<file path="src/rtl/tile_spawner.sv">
// Spawns one tile per interval into a randomly chosen idle column (LFSR pick, linear probe).
// Build with TILE_SPAWNER_SPEEDUP_EN defined to shrink the interval as the game progresses.
module tile_spawner #(
  parameter int NUM_COLS      = 4,
  parameter int INIT_INTERVAL = 40,
  parameter int MIN_INTERVAL  = 12,
  parameter int SPEEDUP_EVERY = 8,
  parameter int SPEEDUP_STEP  = 2,
  parameter logic [15:0] LFSR_SEED = 16'hACE1
) (
  input  logic                clk,
  input  logic                reset_n,
  input  logic                frame_tick,
  input  logic                enable,
  input  logic [NUM_COLS-1:0] col_active,
  output logic [NUM_COLS-1:0] spawn,
  output logic [15:0]         spawn_count,
  output logic [7:0]          interval_cur,
  output logic [1:0]          state_dbg
);

  localparam int CW = (NUM_COLS > 1) ? $clog2(NUM_COLS) : 1;

  typedef enum logic [1:0] {IDLE = 2'd0, COUNT = 2'd1, PICK = 2'd2, SPAWN = 2'd3} state_t;

  state_t          state;
  logic [7:0]      frame_cnt;
  logic [15:0]     lfsr;
  logic [CW-1:0]   cand;
  logic [CW-1:0]   tries;
  logic            lfsr_fb;
  logic [15:0]     lfsr_next;
  logic [CW-1:0]   cand_inc;
  logic [NUM_COLS-1:0] cand_onehot;

  // Fibonacci LFSR, taps 16,14,13,11, shifting toward bit 0.
  assign lfsr_fb     = lfsr[0] ^ lfsr[2] ^ lfsr[3] ^ lfsr[5];
  assign lfsr_next   = {lfsr_fb, lfsr[15:1]};
  assign cand_inc    = (cand == CW'(NUM_COLS - 1)) ? '0 : cand + 1'b1;
  assign cand_onehot = {{(NUM_COLS-1){1'b0}}, 1'b1} << cand;
  assign state_dbg   = state;

  // Handshake: spawn is a level request; the column takes it on the frame_tick it is held through.
  always_ff @(posedge clk or negedge reset_n) begin
    if (!reset_n) begin
      state       <= IDLE;
      spawn       <= '0;
      spawn_count <= '0;
      frame_cnt   <= '0;
      lfsr        <= LFSR_SEED;
      cand        <= '0;
      tries       <= '0;
    end else if (state != IDLE && !enable) begin
      state     <= IDLE;
      spawn     <= '0;
      frame_cnt <= '0;
    end else begin
      case (state)
        IDLE: begin
          if (enable) begin
            state     <= COUNT;
            frame_cnt <= interval_cur;
          end
        end
        COUNT: begin
          if (frame_tick) begin
            if (frame_cnt <= 8'd1) begin
              state     <= PICK;
              cand      <= CW'(lfsr % 16'(NUM_COLS));
              tries     <= '0;
              lfsr      <= lfsr_next;
              frame_cnt <= '0;
            end else begin
              frame_cnt <= frame_cnt - 8'd1;
            end
          end
        end
        PICK: begin
          if (!col_active[cand]) begin
            state <= SPAWN;
            spawn <= cand_onehot;
          end else if (tries == CW'(NUM_COLS - 1)) begin
            // Every column busy: retry on the very next frame_tick.
            state     <= COUNT;
            frame_cnt <= 8'd1;
          end else begin
            cand  <= cand_inc;
            tries <= tries + 1'b1;
          end
        end
        SPAWN: begin
          if (frame_tick) begin
            state       <= COUNT;
            spawn       <= '0;
            spawn_count <= spawn_count + 16'd1;
            frame_cnt   <= interval_cur;
          end
        end
        default: state <= IDLE;
      endcase
    end
  end

`ifdef TILE_SPAWNER_SPEEDUP_EN
  logic        spawn_done;
  logic [15:0] speed_cnt;

  assign spawn_done = (state == SPAWN) && enable && frame_tick;

  always_ff @(posedge clk or negedge reset_n) begin
    if (!reset_n) begin
      speed_cnt    <= '0;
      interval_cur <= 8'(INIT_INTERVAL);
    end else if (spawn_done) begin
      if (speed_cnt == 16'(SPEEDUP_EVERY - 1)) begin
        speed_cnt <= '0;
        if (int'(interval_cur) >= MIN_INTERVAL + SPEEDUP_STEP)
          interval_cur <= interval_cur - 8'(SPEEDUP_STEP);
        else
          interval_cur <= 8'(MIN_INTERVAL);
      end else begin
        speed_cnt <= speed_cnt + 16'd1;
      end
    end
  end
`else
  assign interval_cur = 8'(INIT_INTERVAL);
`endif

endmodule

</file>
<file path="config.mk">
export PLATFORM = sky130hd
export DESIGN_NAME = tile_spawner
export DESIGN_NICKNAME = d
export VERILOG_FILES = /design/src/rtl/tile_spawner.sv
export SDC_FILE = /design/constraint.sdc
export NUM_CORES = 1
export LEC_CHECK = 0
export CAP_MARGIN = 20
export CORE_ASPECT_RATIO = 0.6
export CORE_MARGIN = 1
export CORE_UTILIZATION = 49
export CTS_CLUSTER_SIZE = 8
export DETAILED_ROUTE_END_ITERATION = 6
export PLACE_DENSITY = 0.73
export SYNTH_ARGS = -nofsm -noshare
export SYNTH_HDL_FRONTEND = slang
export SYNTH_SLANG_ARGS = --single-unit
export TNS_END_PERCENT = 10
</file>
<file path="constraint.sdc">
create_clock -name clk -period 1.96 [get_ports clk]
set_input_delay 0.392 -clock clk [delete_from_list [all_inputs] [get_ports clk]]
set_output_delay 0.392 -clock clk [all_outputs]
set_load 0.01 [all_outputs]
</file>
[After elaboration in Yosys (flattened, before gate mapping)]
Cells that the tools add are included.
Cells by class
  add/sub/neg operators: 4
  shift operators: 1
  reduce and logical (&&, ||, !) cells: 12
  muxes and demuxes: 33
  equal/unequal tests: 17
  bitwise gates (word level): 4
  order comparisons: 2
Operators with widths (count)
  8-bit 2-to-1 mux: 7
  2-bit 2-to-1 mux: 16
  8-bit one-hot mux with 4 select lines: 1
  3-bit != test (second input constant): 7
  16-bit by 1-bit adder with 16-bit output (second input constant): 1
  4-bit 2-to-1 mux: 3
  5-bit AND reduction: 2
  2-bit == test (second input constant): 4
  8-bit by 1-bit <= comparator with 1-bit output (second input constant): 1
  2-bit != test (second input constant): 4
  2-bit one-hot mux with 2 select lines: 2
  2-bit one-hot mux with 4 select lines: 1
  4-bit one-hot mux with 2 select lines: 1
  8-bit by 1-bit subtractor with 8-bit output (second input constant): 1
  3-bit AND reduction: 2
  6-bit AND reduction: 1
  2-bit by 1-bit adder with 2-bit output (second input constant): 2
  4-bit != test (second input constant): 1
  4-bit AND reduction: 1
  2-bit nonzero test: 2
  1-bit by 2-bit left shift with 4-bit output (first input constant): 1
  2-bit by 3-bit < comparator with 1-bit output (second input constant): 1
  3-bit nonzero test: 1
  1-bit XOR: 3
  7 further kinds: 7
Storage, ports and cells
  output and inout port bits: 30
  register bits: 50
  word-level logic and storage cells: 80

[Logic depth before layout (Yosys ltp)]
  depth after elaboration: 5
  mapped depth: 8

[Worst setup path after synthesis]
Ideal clock, no wire load.
  kind: register to register
  start point: reg frame_cnt[0]
  end point: reg lfsr[9]
  setup slack: -0.075 ns
  library setup time: 0.125 ns
  stages on the path, launching flop included: 9
  arrival time: 1.910 ns
  cells stage by stage: dfrtp_1 > inv_1 > ha_1 > o21bai_2 > nor3_1 > and3_1 > buf_2 > buf_4 > mux2_2
Between the ends
  longest elaborated chain between the ends: 2
RTL lines
  start, declared: RTL line 27  | logic [7:0] frame_cnt;
  start signal, assigned: RTL line 62  | frame_cnt <= interval_cur;
  start signal, assigned: RTL line 74  | frame_cnt <= frame_cnt - 8'd1;
  start signal, assigned: RTL line 96  | frame_cnt <= interval_cur;
  8-bit by 1-bit <= comparator with 1-bit output: RTL line 67  | if (frame_cnt <= 8'd1) begin
  4-bit AND reduction (no line)
  end signal, assigned: RTL line 71  | lfsr <= lfsr_next;
  end, declared: RTL line 28  | logic [15:0] lfsr;
No other way between the ends.
A chain may end at the register's enable or synchronous reset.

[Worst setup path after layout]
  start point: reg frame_cnt[3]
  end point: reg tries[0]
Between the ends
  longest elaborated chain between the ends: 3
RTL lines
  8-bit by 1-bit <= comparator with 1-bit output: RTL line 67
  2-bit != test (no line)
  6-bit AND reduction (no line)
  end signal, assigned: RTL line 88  | tries <= tries + 1'b1;
  end, declared: RTL line 30  | logic [CW-1:0] tries;
No other way between the ends.

==> impl_results.rst <==
.. list-table::
   :header-rows: 1

   * - Metric
     - Value
   * - Antenna violations before repair
     - 0
   * - Diode insertion count for antenna repair
     - 0
   * - Worst setup endpoint
     - tries[0]
   * - Clk_skew
     - 0.00734 ns
   * - Synth unique cells
     - 52
   * - Maximum resistive drop on vdd
     - 0.514 mV
   * - Worst reg2reg path endpoint
     - tries[0]
   * - Routability congestion estimate from global placement
     - 0.915
   * - Top delay family on crit path
     - simple AND/OR/NAND/NOR gates
   * - H-tree levels
     - 2
   * - Skew-Pair Late Insertion Delay
     - 0.30 ns
   * - Half-perimeter wire length after detailed placement
     - 4.39 mm
   * - Type of destination of the critical path
     - flop
   * - Flip-flop cell with the highest count after synthesis
     - sky130_fd_sc_hd__dfrtp_1
   * - Starting density of the core
     - 52.4%
   * - Worst Setup Path Type
     - flop to flop
   * - Critical path launch point type
     - flop
   * - Length of the first detailed-routing pass in iterations
     - 7
   * - Port Buffer Count
     - 29
   * - Peak clock frequency supported by timing
     - 0.514 GHz
   * - Number of standard-cell rows in the floorplan
     - 20
   * - Endpoints failing hold
     - 0
   * - Number of enable flip-flop cells after synthesis
     - 0
   * - Cell count after synthesis
     - 239
   * - Layout cell share with drive strength beyond 1
     - 27.1%
   * - Die height
     - 59.8 um
   * - Total via count after detailed routing
     - 2024
   * - Violated checks
     - DRC
   * - RSZ-0062 raised after global routing
     - yes
   * - Wirelength, routed
     - 5.97 mm
   * - Reg-to-reg slack, setup
     - 0.01 ns
   * - Starting DRC count in detailed routing
     - 150
   * - R2R depth
     - 5
   * - Portion of the post-synthesis area used by sequential elements
     - 46.2%
   * - Post-CTS repair timing setup buffer count
     - 0
   * - Post-layout min period
     - 1.95 ns
   * - Total routing resource utilization after global routing
     - 21.5%
   * - Maximum count of clock buffers along a single path
     - 2
   * - CTS tree
     - done
   * - Area enclosed by the die boundary
     - 5880 um2
   * - Crit path arrival time
     - 2.14 ns
   * - Clock edge transition at the registers on the reported setup and hold paths
     - 0.09 ns
   * - Largest incremental delay on the critical path
     - 0.59 ns
   * - Total of fill cells in the finished design
     - 401
   * - Synthesized flop and latch total
     - 50
   * - Area used by sequential logic in the layout
     - 1260 um2
   * - Routed wire length per instance
     - 16.3 um
   * - Core Box Area
     - 5200 um2
   * - Leakage power of the design
     - 0.00157 uW
   * - Via count of the first global-routing pass
     - 1896
   * - Remaining Overflow, GRT
     - 0
   * - Stages on the worst setup path
     - 5
   * - Synth async-reset ratio
     - 100%
   * - Total I/O pin count
     - 38
   * - Data required time at the worst endpoint
     - 2.15 ns
   * - Final instance count without filler cells
     - 365
   * - Worst min-delay path class
     - input pin to async pin
   * - Placed instance count
     - 357
   * - CP Buf/Inv Count
     - 1
   * - Maximum fanout along the worst path
     - 4
   * - Startpoint of the worst setup timing path
     - frame_cnt[3]
   * - Root Driver
     - sky130_fd_sc_hd__clkbuf_8
   * - Clock sink count
     - 50
   * - Number of vias per cell after detailed routing
     - 5.55
   * - Layout Area Growth over Synthesis
     - 26.1%
   * - Setup violators final
     - 0
   * - Synthesized cell area
     - 2730 um2
   * - Worst reg2reg startpoint
     - frame_cnt[3]
   * - Ys Warns
     - 0
   * - Worst-case hold slack
     - 0.0533 ns
   * - Power per unit of standard cell area
     - 1180 nW/um2
   * - Pin count of the biggest net entering global routing
     - 51
   * - Critical path's slowest cell
     - sky130_fd_sc_hd__or4_4
   * - Area taken by multi-input logic gates
     - 1400 um2
   * - Mean area per synthesized cell
     - 11.4 um2
   * - Final layout net count
     - 318
   * - Detailed-route DRC error count
     - 5
   * - Crit-path cells
     - or4_4 -> buf_6 -> o31ai_4 -> nand4b_4 -> mux2_4
   * - Post-route antenna net violation count
     - 0
   * - Maxcap violations
     - 0
   * - Global-route wire length before repair
     - 9.56 mm
   * - Die Span X
     - 98.3 um
   * - TritonCTS buffer count
     - 5
   * - Post-route clock period utilization
     - 99.3%
   * - Slew Viols, Final
     - 0
   * - Run status
     - finished, violations left
state kept, by name (all words and copies together), names as in the netlist:
| register | flops |
|---|---|
| cand | 2 |
| frame_cnt | 8 |
| lfsr | 16 |
| spawn | 4 |
| tries | 2 |
| state_dbg | 2 |
| spawn_count | 16 |
power by group:
part           switching, uW  total, uW  internal, uW
clock network            351        602           251
registers                136       1310          1170
logic                   1070       2160          1080
total                   1560       4060          2510
kinds of logic (layout without fill, tap and decap cells):
group	count (synthesis)	count (layout)	share of synthesized area, %
AOI/OAI and AO/OA	36	36	10.9
xor gates and xnor gates	18	18	5.78
adders and majority gates	12	12	5.50
buffers and inverters	29	83	5.27
DFF	50	50	46.2
muxes	34	34	13.9
other	2	8	0.275
and+or+nand+nor	58	58	12.1
final cells by class:
| type | count | area share [%] |
|---|---|---|
| inverter | 14 | 1.53 |
| multi-input combinational | 166 | 40.5 |
| timing repair buffer | 61 | 16.2 |
| clock buffer | 5 | 2.00 |
| sequential | 50 | 36.7 |
| tap | 66 | 2.40 |
| clock inverter | 3 | 0.618 |
repair_timing:
action                     in CTS  in global routing
resized for setup               1                 17
hold buffers                    0                  0
setup endpoints to repair      11                 39
pin swaps                       1                  1
cloned                          0                  0
cells in the mapped netlist (all sizes together) (7+ instances only):
master	number	area, um2
xnor2	16	140
buf	10	72.6
dfstp	8	210
inv	14	52.6
nand3	11	55.1
dfrtp	42	1050
mux2	19	218
ha	12	150
nand2	13	48.8
nor2	7	26.3
mux2i	14	140
through the flow:
stage	setup TNS [ns]	util, %	power, uW	cell area [um2]	setup WS, ns
final	0	66.1	4060	3440	0.0131
after global routing	-0.251	66.1	4310	3440	-0.0373
after CTS	0	65.0	3930	3380	0.00324
after detailed placement	-3.99	63.3	3320	3290	-0.155
after global placement	-2.82	63.3	3280	3290	-0.119
after floorplan	-0.393	-	2470	2750	-0.0656
worst min path at each step:
stage,slack (ns),end,depth (start not counted),start
floorplan,0.1,cand[0],0,reset_n
global placement,0.40,frame_cnt[3],2,reset_n
detailed placement,0.40,state_dbg[0],2,reset_n
CTS,0.07,spawn_count[14],2,reset_n
global route,0.07,frame_cnt[4],2,reset_n
finish,0.05,frame_cnt[4],2,reset_n
metal layers:
layer	routed length, um	vias up	global-route usage [%]
li1	-	963	-
met1	2910	969	31.3
met2	2510	85	32.7
met3	494	7	4.91
met4	53	0	5.12
met5	0	-	0
placed cells by master, fill, tap and decap left out, drive strengths merged, types with 3 or more instances in the layout:
master and n:
a21oi 3, o2bb2ai 3, o211ai 5, a22o 3, o21ai 3, nor2 7
conb 8, nand4 3, o22ai 3, ha 12, clkdlybuf4s50 28, buf 33
dfrtp 42, dfstp 8, o31ai 3, nand3 11, clkbuf 5, and3 4
mux2 19, inv 14, nand2 13, and4 4, mux2i 14, nor3 3
xnor2 16
Note: power is estimated with default switching activity, not from simulation.
